==> src/rtl/tdm_demux_if.sv <==
`default_nettype none
// ============================================================================
// Module   : tdm_demux_if
// Brief    : Bundle of serial-link inputs and per-channel outputs for the
//            TDM demultiplexer. The master side drives the link; the slave
//            side is the demultiplexer.
// Revision : 1.0 - initial release
// ============================================================================
interface tdm_demux_if #(
  parameter int NCH    = 4,
  parameter int DATA_W = 8
);
  localparam int SLOT_W = $clog2(NCH);

  logic                  in_valid;
  logic [DATA_W-1:0]     in_data;
  logic                  in_sof;
  logic [NCH*DATA_W-1:0] out_data;
  logic [NCH-1:0]        out_valid;
  logic                  frame_done;
  logic                  locked;
  logic                  sync_err;
  logic [SLOT_W-1:0]     slot;

  modport master (
    output in_valid, in_data, in_sof,
    input  out_data, out_valid, frame_done, locked, sync_err, slot
  );

  modport slave (
    input  in_valid, in_data, in_sof,
    output out_data, out_valid, frame_done, locked, sync_err, slot
  );
endinterface
`default_nettype wire

==> src/rtl/tdm_demux.sv <==
`default_nettype none
// ============================================================================
// Module   : tdm_demux
// Brief    : Registered 1-to-NCH time-division demultiplexer. Recovers the
//            slot position from the start-of-frame flag, routes each sample
//            to its channel holding register, strobes per-channel valid and
//            flags framing errors (early or missing SOF).
// Revision : 1.0 - initial release
// ============================================================================
module tdm_demux #(
  parameter int NCH    = 4,
  parameter int DATA_W = 8
) (
  input  wire logic       clk,
  input  wire logic       rst_n,
  tdm_demux_if.slave      bus
);
  localparam int SLOT_W = $clog2(NCH);

  localparam logic [SLOT_W-1:0] c_SLOT_ZERO = '0;
  localparam logic [SLOT_W-1:0] c_SLOT_ONE  = SLOT_W'(1);
  localparam logic [SLOT_W-1:0] c_SLOT_LAST = SLOT_W'(NCH - 1);
  localparam logic [NCH-1:0]    c_CH0_MASK  = NCH'(1);

  typedef enum logic [0:0] {
    ST_HUNT   = 1'b0,
    ST_LOCKED = 1'b1
  } state_t;

  state_t                r_state;
  logic [SLOT_W-1:0]     r_slot;
  logic [NCH*DATA_W-1:0] r_out_data;
  logic [NCH-1:0]        r_out_valid;
  logic                  r_frame_done;
  logic                  r_sync_err;
  logic                  r_locked;

  logic [NCH-1:0]        w_slot_mask;
  logic [SLOT_W-1:0]     w_slot_next;
  logic                  w_slot_last;

  // One-hot strobe for the current slot and the wrapped successor slot
  // (wrap at NCH-1 keeps non-power-of-two NCH inside the legal range).
  assign w_slot_mask = c_CH0_MASK << r_slot;
  assign w_slot_last = (r_slot == c_SLOT_LAST);
  assign w_slot_next = w_slot_last ? c_SLOT_ZERO : r_slot + c_SLOT_ONE;

  // Framing FSM with all outputs registered alongside the state.
  always_ff @(posedge clk or negedge rst_n) begin
    if (!rst_n) begin
      r_state      <= ST_HUNT;
      r_slot       <= c_SLOT_ZERO;
      r_out_data   <= '0;
      r_out_valid  <= '0;
      r_frame_done <= 1'b0;
      r_sync_err   <= 1'b0;
      r_locked     <= 1'b0;
    end else begin
      // Strobes default low; only a triggering event raises them.
      r_out_valid  <= '0;
      r_frame_done <= 1'b0;
      r_sync_err   <= 1'b0;
      if (bus.in_valid) begin
        case (r_state)
          ST_HUNT: begin
            // Samples without SOF are dropped silently while hunting.
            if (bus.in_sof) begin
              r_out_data[DATA_W-1:0] <= bus.in_data;
              r_out_valid            <= c_CH0_MASK;
              r_slot                 <= c_SLOT_ONE;
              r_state                <= ST_LOCKED;
              r_locked               <= 1'b1;
            end
          end
          ST_LOCKED: begin
            if (bus.in_sof && (r_slot != c_SLOT_ZERO)) begin
              // Early SOF: realign on this sample, leave later channels alone.
              r_sync_err             <= 1'b1;
              r_out_data[DATA_W-1:0] <= bus.in_data;
              r_out_valid            <= c_CH0_MASK;
              r_slot                 <= c_SLOT_ONE;
            end else if (!bus.in_sof && (r_slot == c_SLOT_ZERO)) begin
              // Missing SOF: drop the sample and fall back to hunting.
              r_sync_err <= 1'b1;
              r_state    <= ST_HUNT;
              r_locked   <= 1'b0;
            end else begin
              r_out_data[r_slot*DATA_W +: DATA_W] <= bus.in_data;
              r_out_valid                         <= w_slot_mask;
              r_frame_done                        <= w_slot_last;
              r_slot                              <= w_slot_next;
            end
          end
          default: begin
            r_state  <= ST_HUNT;
            r_slot   <= c_SLOT_ZERO;
            r_locked <= 1'b0;
          end
        endcase
      end
    end
  end

  assign bus.out_data   = r_out_data;
  assign bus.out_valid  = r_out_valid;
  assign bus.frame_done = r_frame_done;
  assign bus.sync_err   = r_sync_err;
  assign bus.locked     = r_locked;
  assign bus.slot       = r_slot;

endmodule
`default_nettype wire

==> src/flat_wrapper.sv <==
// flat-port wrapper written by rule: the top's interface ports become plain ports
module tdm_demux_flat 
#(
  parameter int NCH    = 4,
  parameter int DATA_W = 8
)
  (clk, rst_n, bus_in_valid, bus_in_data, bus_in_sof, bus_out_data, bus_out_valid, bus_frame_done, bus_locked, bus_sync_err, bus_slot);
  tdm_demux_if #(.NCH(NCH), .DATA_W(DATA_W)) bus_i ();
  input  wire logic clk;
  input  wire logic rst_n;
  input wire logic [$bits(bus_i.in_valid)-1:0] bus_in_valid;
  input wire logic [$bits(bus_i.in_data)-1:0] bus_in_data;
  input wire logic [$bits(bus_i.in_sof)-1:0] bus_in_sof;
  output wire logic [$bits(bus_i.out_data)-1:0] bus_out_data;
  output wire logic [$bits(bus_i.out_valid)-1:0] bus_out_valid;
  output wire logic [$bits(bus_i.frame_done)-1:0] bus_frame_done;
  output wire logic [$bits(bus_i.locked)-1:0] bus_locked;
  output wire logic [$bits(bus_i.sync_err)-1:0] bus_sync_err;
  output wire logic [$bits(bus_i.slot)-1:0] bus_slot;
  assign bus_i.in_valid = bus_in_valid;
  assign bus_i.in_data = bus_in_data;
  assign bus_i.in_sof = bus_in_sof;
  assign bus_out_data = bus_i.out_data;
  assign bus_out_valid = bus_i.out_valid;
  assign bus_frame_done = bus_i.frame_done;
  assign bus_locked = bus_i.locked;
  assign bus_sync_err = bus_i.sync_err;
  assign bus_slot = bus_i.slot;
  tdm_demux #(.NCH(NCH), .DATA_W(DATA_W)) u_core (.clk(clk), .rst_n(rst_n), .bus(bus_i));
endmodule
==> config.mk <==
export PLATFORM = sky130hd
export DESIGN_NAME = tdm_demux_flat
export DESIGN_NICKNAME = d
export VERILOG_FILES = /design/src/rtl/tdm_demux_if.sv /design/src/rtl/tdm_demux.sv /design/src/flat_wrapper.sv
export SDC_FILE = /design/constraint.sdc
export NUM_CORES = 1
export LEC_CHECK = 0
export CAP_MARGIN = 20
export CORE_MARGIN = 3
export CORE_UTILIZATION = 50
export CTS_BUF_LIST = sky130_fd_sc_hd__clkbuf_8 sky130_fd_sc_hd__clkbuf_16
export DETAILED_ROUTE_END_ITERATION = 10
export GPL_ROUTABILITY_DRIVEN = 0
export GPL_TIMING_DRIVEN = 1
export MAX_ROUTING_LAYER = met4
export PLACE_DENSITY = 0.85
export SYNTH_ARGS = -nofsm -noshare
export SYNTH_HDL_FRONTEND = slang
export SYNTH_SLANG_ARGS = --single-unit
==> constraint.sdc <==
create_clock -name clk -period 3.3 [get_ports clk]
set_input_delay 0.66 -clock clk [delete_from_list [all_inputs] [get_ports clk]]
set_output_delay 0.66 -clock clk [all_outputs]
set_load 0.01 [all_outputs]
Word-level counts from Yosys, hierarchy flattened:

Cells that the tools add are included.
W data, S select, Z words.

* $add $sub $neg: 2
* multipliers: 0
* divide/modulo/power cells: 0
* $lt $le $gt $ge: 0
* eq/ne operators: 5
* shift-type cells: 3
* multiplexer cells: 31
* bitwise gates (word level): 3
* reductions and logical operators: 8

Operators with widths (number)
* $neg A5 Y34: 1
* $shift A8 B34 Y32 const A: 1
* $shiftx A8 B34 Y32: 1
* $bwmux W32: 1
* $mux W8: 3
* $pmux W8 S2: 1
* $mux W1: 15
* $mux W4: 3
* $mux W2: 4
* $pmux W4 S2: 1
* $reduce_and A4 Y1: 2
* $ne A2 B2 Y1 const B: 3
* $pmux W1 S2: 2
* $pmux W2 S2: 1
* $shl A1 B2 Y4 const A: 1
* $ne A3 B3 Y1 const B: 1
* $not A1 Y1: 3
* $reduce_and A3 Y1: 1
* $add A2 B1 Y2 const B: 1
* $eq A2 B2 Y1 const B: 1
* $logic_and A1 B1 Y1: 2
* $logic_not A2 Y1: 1
* $reduce_bool A2 Y1: 1
* $logic_not A1 Y1: 1

* register bits after elaboration: 42
* bits in latches: 0
* bits in writable memories: 0
* ROM bits: 0
* word-level logic and storage cells: 60
* memories: 0

Logic depth before layout (Yosys ltp):

* depth in word-level cells: 6
* depth in mapped cells: 8

Worst setup path before layout:

Ideal clock, no wire load.

* path kind: reg2reg
* start point: reg u_core.r_slot[0], in the netlist u_core.bus.slot[0]
* end point: reg u_core.r_out_data[0], in the netlist u_core.bus.out_data[0]
* library setup time: 79 ps
* arrival time: 1921 ps
* setup slack: 1300 ps
* cell stages (with the launch flop): 8
* path buffers: 0
* path through: dfrtp_1 -> inv_2 -> ha_1 -> inv_1 -> ha_1 -> o21a_4 -> o21ai_4 -> mux2i_1

* longest elaborated chain between the ends: 6
* elaborated cells on any way between the ends: 13
* those cells by class: add/sub: 1; eq/ne: 1; shift: 2; mux: 4; reduce/logical: 5

RTL lines
* from (decl): line tdm_demux.sv:31 `logic [SLOT_W-1:0] r_slot;`
* from (signal assigned): line tdm_demux.sv:52 `r_slot <= c_SLOT_ZERO;`
* from (signal assigned): line tdm_demux.sv:70 `r_slot <= c_SLOT_ONE;`
* from (signal assigned): line tdm_demux.sv:81 `r_slot <= c_SLOT_ONE;`
* $neg A5 Y34: line tdm_demux.sv:88 `r_out_data[r_slot*DATA_W +: DATA_W] <= bus.in_data;`
* $shiftx A8 B34 Y32 / $shift A8 B34 Y32 (equally long branches): line tdm_demux.sv:88
* $bwmux W32: line tdm_demux.sv:88
* $mux W8: line tdm_demux.sv:82 `end else if (!bus.in_sof && (r_slot == c_SLOT_ZERO)) begin`
* $mux W8: line tdm_demux.sv:76 `if (bus.in_sof && (r_slot != c_SLOT_ZERO)) begin`
* $pmux W8 S2: line tdm_demux.sv:64 `case (r_state)`
* to (signal, indexed assignment): line tdm_demux.sv:68 `r_out_data[DATA_W-1:0] <= bus.in_data;`
* to (signal, indexed assignment): line tdm_demux.sv:79 `r_out_data[DATA_W-1:0] <= bus.in_data;`
* to (signal, indexed assignment): line tdm_demux.sv:88
* to (decl): line tdm_demux.sv:32 `logic [NCH*DATA_W-1:0] r_out_data;`

Parallel ways exist; a longest one is shown, timed or not. The select of a mux whose other input is x is not followed.
A chain may end at the register's enable or synchronous reset.

Worst setup path in the final report:

* start point: reg u_core.r_slot[0], in the netlist u_core.bus.slot[0]
* end point: reg u_core.r_out_data[20], in the netlist u_core.bus.out_data[20]

* longest elaborated chain between the ends: 4
* elaborated cells on any way between the ends: 11
* those cells by class: add/sub: 1; shift: 2; mux: 1; bitwise: 2; reduce/logical: 5

RTL lines
* branches (longest 4 deep; another with $neg A5 Y34)

Several ways; the timed one is not identified.

==> impl_metrics.yaml <==
outcome:
  status: "complete, no violations"
drt:
  vias: 1358
  drt-initial-drc-count: 61
  ant_nets: 0
  post_drt_wl_per_cell_microns: 14.4
  wl_mm: 3.88
  vias_per_cell: 5.05
  drc: 0
  dr.pass1.iters: 4
finish:
  n_antenna_cell: 0
  area_growth_pct: 34.3
  drive_above_1_share: 0.0673
  fin_nets: 243
  fin_area_sq_um: 2480
timing:
  tns_ns: 0
  timing.final.crit_period_ns: 2.35
  maxSlewHeadroom: 0.416
  fin_crit_sh: 0.713
  fmax_ghz: 0.425
  slew_violations: 0
  setup_violations: 0
  worst_slew_pin_slew_ns: 0.875
  fin_skew_ns: 0.00756
  finalHoldViolations: 0
  rsz0062_at_grt: "false"
worst_setup_path:
  rr_startpoint: "u_core.bus.slot[0]"
  crit_family: "adder cells"
  r2r_end: "u_core.bus.out_data[20]"
  slowest_delay_ns: 0.54
  cp-start-kind: "flip-flop"
  cp_max_fo: 16
  endpoint: "u_core.bus.out_data[20]"
  crit_type: "flip-flop to flip-flop"
  worst_r2r_path_depth: 5
  critPathLaunch: "u_core.bus.slot[0]"
  path_depth: 5
  slowest_stage: "dfrtp_1"
  cp_cell_sequence: "inv_2, ha_1, ha_1, nand4_1, o21ai_0"
  worstSetupEndpointType: "flip-flop"
  critical_path_buf_inv_count: 1
  path_common_cell: "ha_1"
  cp.required_ns: 3.49
  worstPathArrival_ns: 2.54
  reg2reg_slack_ns: 0.95
placement:
  hpwlAfterDp_mm: 2.83
  io_buffers: 52
  placed_cell_area_sq_um: 2370
run:
  drv_cap: 0
clocking:
  clk_latency_ns: 0.29
  tritoncts: "done"
  post_cts_hold_buffer_count: 0
  htree_levels: 2
  cts-root-buf: "clkbuf_8"
  cts-resized-gates: 0
  cts_buffers: 5
  cts_sinks: 41
  cts_setup_buffers: 0
  clk_pin_slew_ns: 0.08
  clock_path_buffers: 2
pwr:
  pwr_density_cell_nw_per_um2: 856
  p_comb_frac: 0.441
  p_leak_nw: 1.15
  max-vdd-ir-drop_v: 0.000473
  clkPwrFrac: 0.183
  swShare: 0.350
  p_int_mw: 1.38
  seqPwrFrac: 0.376
  power_switching_uw: 741
synth:
  ys_seq_elements: 41
  synth_flop_cell: "dfrtp_1"
  synth.distinct_cells: 29
  syn_inst: 171
  synth_area_sq_um: 1840
  synth.most_common_cell: "nand2_1"
  yosysWarnings: 0
  synth_nets: 191
  netlist_top_cells_count: "45 x nand2_1, 41 x dfrtp_1, 15 x o21ai_0"
  async_reset_ff_frac: 1.00
  synth_edf_count: 0
  ys_seq_area_frac: 0.556
  yosysTopAreaCell: "dfrtp_1"
  ys_top_cells_by_area: "dfrtp_1 56%, nand2_1 9.2%, ha_1 5.4%"
  synth_top_cell_area_share: 0.556
  syn_avg_cell_area_sq_um: 10.8
global_routing:
  grt_pass1_vias: 1300
  antenna_found_initial: 0
  grtUsageTotal: 0.199
  grt_pass1_wl_mm: 6.40
  gr-total-overflow: 0
  grt_max_degree: 42
hold_path:
  hold_path_class: "flip-flop to flip-flop"
die:
  rows: 21
  start_util: 0.536
  die_h_microns: 66.7
  ios: 53
  core_area_sq_um: 3440
  dieWidth_microns: 66.7
  dieArea_sq_um: 4450
-- registers in the layout, indices dropped and copies added (netlist names) --
name                   flops
u_core.bus.slot            2
u_core.bus.out_data       32
u_core.bus.locked          1
u_core.bus.out_valid       3
u_core.bus.frame_done      1
u_core.bus.sync_err        1
u_core.r_state             1
-- cells by family (layout without fill, tap and decap cells) --
kind of cell    count (synthesis)  count (layout)  share of synthesized area
fa+ha+maj                       8               8                     0.0543
compound gates                 33              33                      0.128
flops                          41              41                      0.556
simple gates                   61              61                      0.168
buf+inv                        20              72                     0.0502
mux                             8               8                     0.0434
-- placed cells by master (no fill, tap or decap) --
| master | instances |
|---|---|
| and4b_1 | 1 |
| nor4_4 | 1 |
| and2_1 | 1 |
| nor2b_1 | 2 |
| nor2b_4 | 1 |
| nor2_1 | 2 |
| clkbuf_8 | 5 |
| clkdlybuf4s50_1 | 51 |
| inv_2 | 1 |
| nand4_4 | 1 |
| inv_1 | 12 |
| dfrtp_1 | 41 |
| o31ai_4 | 1 |
| o21a_4 | 1 |
| ha_1 | 8 |
| clkinv_2 | 1 |
| o21ai_1 | 5 |
| buf_2 | 1 |
| and3_1 | 2 |
| a22o_1 | 8 |
| nand2_1 | 45 |
| a2bb2oi_1 | 1 |
| a21oi_1 | 1 |
| nand4_1 | 2 |
| mux2i_1 | 8 |
| nor3b_1 | 2 |
| o21ai_4 | 1 |
| o21ai_0 | 15 |
| bufinv_16 | 1 |
| nand3b_1 | 1 |
-- worst min-delay path, delay by kind of cell (launching register included) --
kind / cells / cell delay (ns)
AO/OA/AOI/OAI: 1 / 0.06
flip-flops: 1 / 0.34
AND/OR/NAND/NOR: 1 / 0.05
-- power groups by stage --
| stage | Combinational, mW | Clock, mW | Sequential (mW) |
|---|---|---|---|
| global placement | 0.918 | 0 | 0.801 |
| finish | 0.935 | 0.388 | 0.797 |
| CTS | 0.948 | 0.391 | 0.797 |
| floorplan | 0.437 | 0 | 0.862 |
| global route | 1.04 | 0.419 | 0.819 |
| detailed placement | 0.942 | 0 | 0.804 |
-- worst min path at each step --
| stage | from | endpoint | slack (ns) | cells after the start |
|---|---|---|---|---|
| global placement | u_core.bus.out_data[20] | u_core.bus.out_data[20] | 0.46 | 2 |
| finish | u_core.bus.out_data[16] | u_core.bus.out_data[16] | 0.48 | 2 |
| floorplan | rst_n | u_core.bus.frame_done | 0.36 | 0 |
| detailed placement | u_core.bus.out_data[18] | u_core.bus.out_data[18] | 0.47 | 2 |
| global route | u_core.bus.out_data[17] | u_core.bus.out_data[17] | 0.51 | 2 |
| CTS | u_core.bus.out_data[18] | u_core.bus.out_data[18] | 0.49 | 2 |
-- through the flow --
step	utilization	total power, mW	cells	setup WS (ns)	hold WS, ns
2_1_floorplan	-	1.30	171	1.30	0.364
3_3_place_gp	0.690	1.72	262	0.782	0.460
3_5_place_dp	0.690	1.75	262	0.697	0.471
4_1_cts	0.720	2.14	269	0.901	0.486
5_1_grt	0.720	2.28	269	0.689	0.515
6_report	0.720	2.12	269	0.947	0.479
-- layer usage --
metal	part of all wire	wire length [microns]	track usage
met1	0.48	1860	0.282
met2	0.46	1790	0.287
met3	0.045	173	0.0472
met4	0.012	45	0.0533
met5	0	0	-
-- final cells by class --
type / instances / area [sq um]
Fill cell: 261 / 965
Inverter: 13 / 48.8
Timing Repair Buffer: 52 / 515
Clock inverter: 2 / 35.0
Clock buffer: 5 / 68.8
Multi-Input combinational cell: 110 / 726
Sequential cell: 41 / 1030
Tap cell: 46 / 57.6
Power figures use the tool's default switching activity.
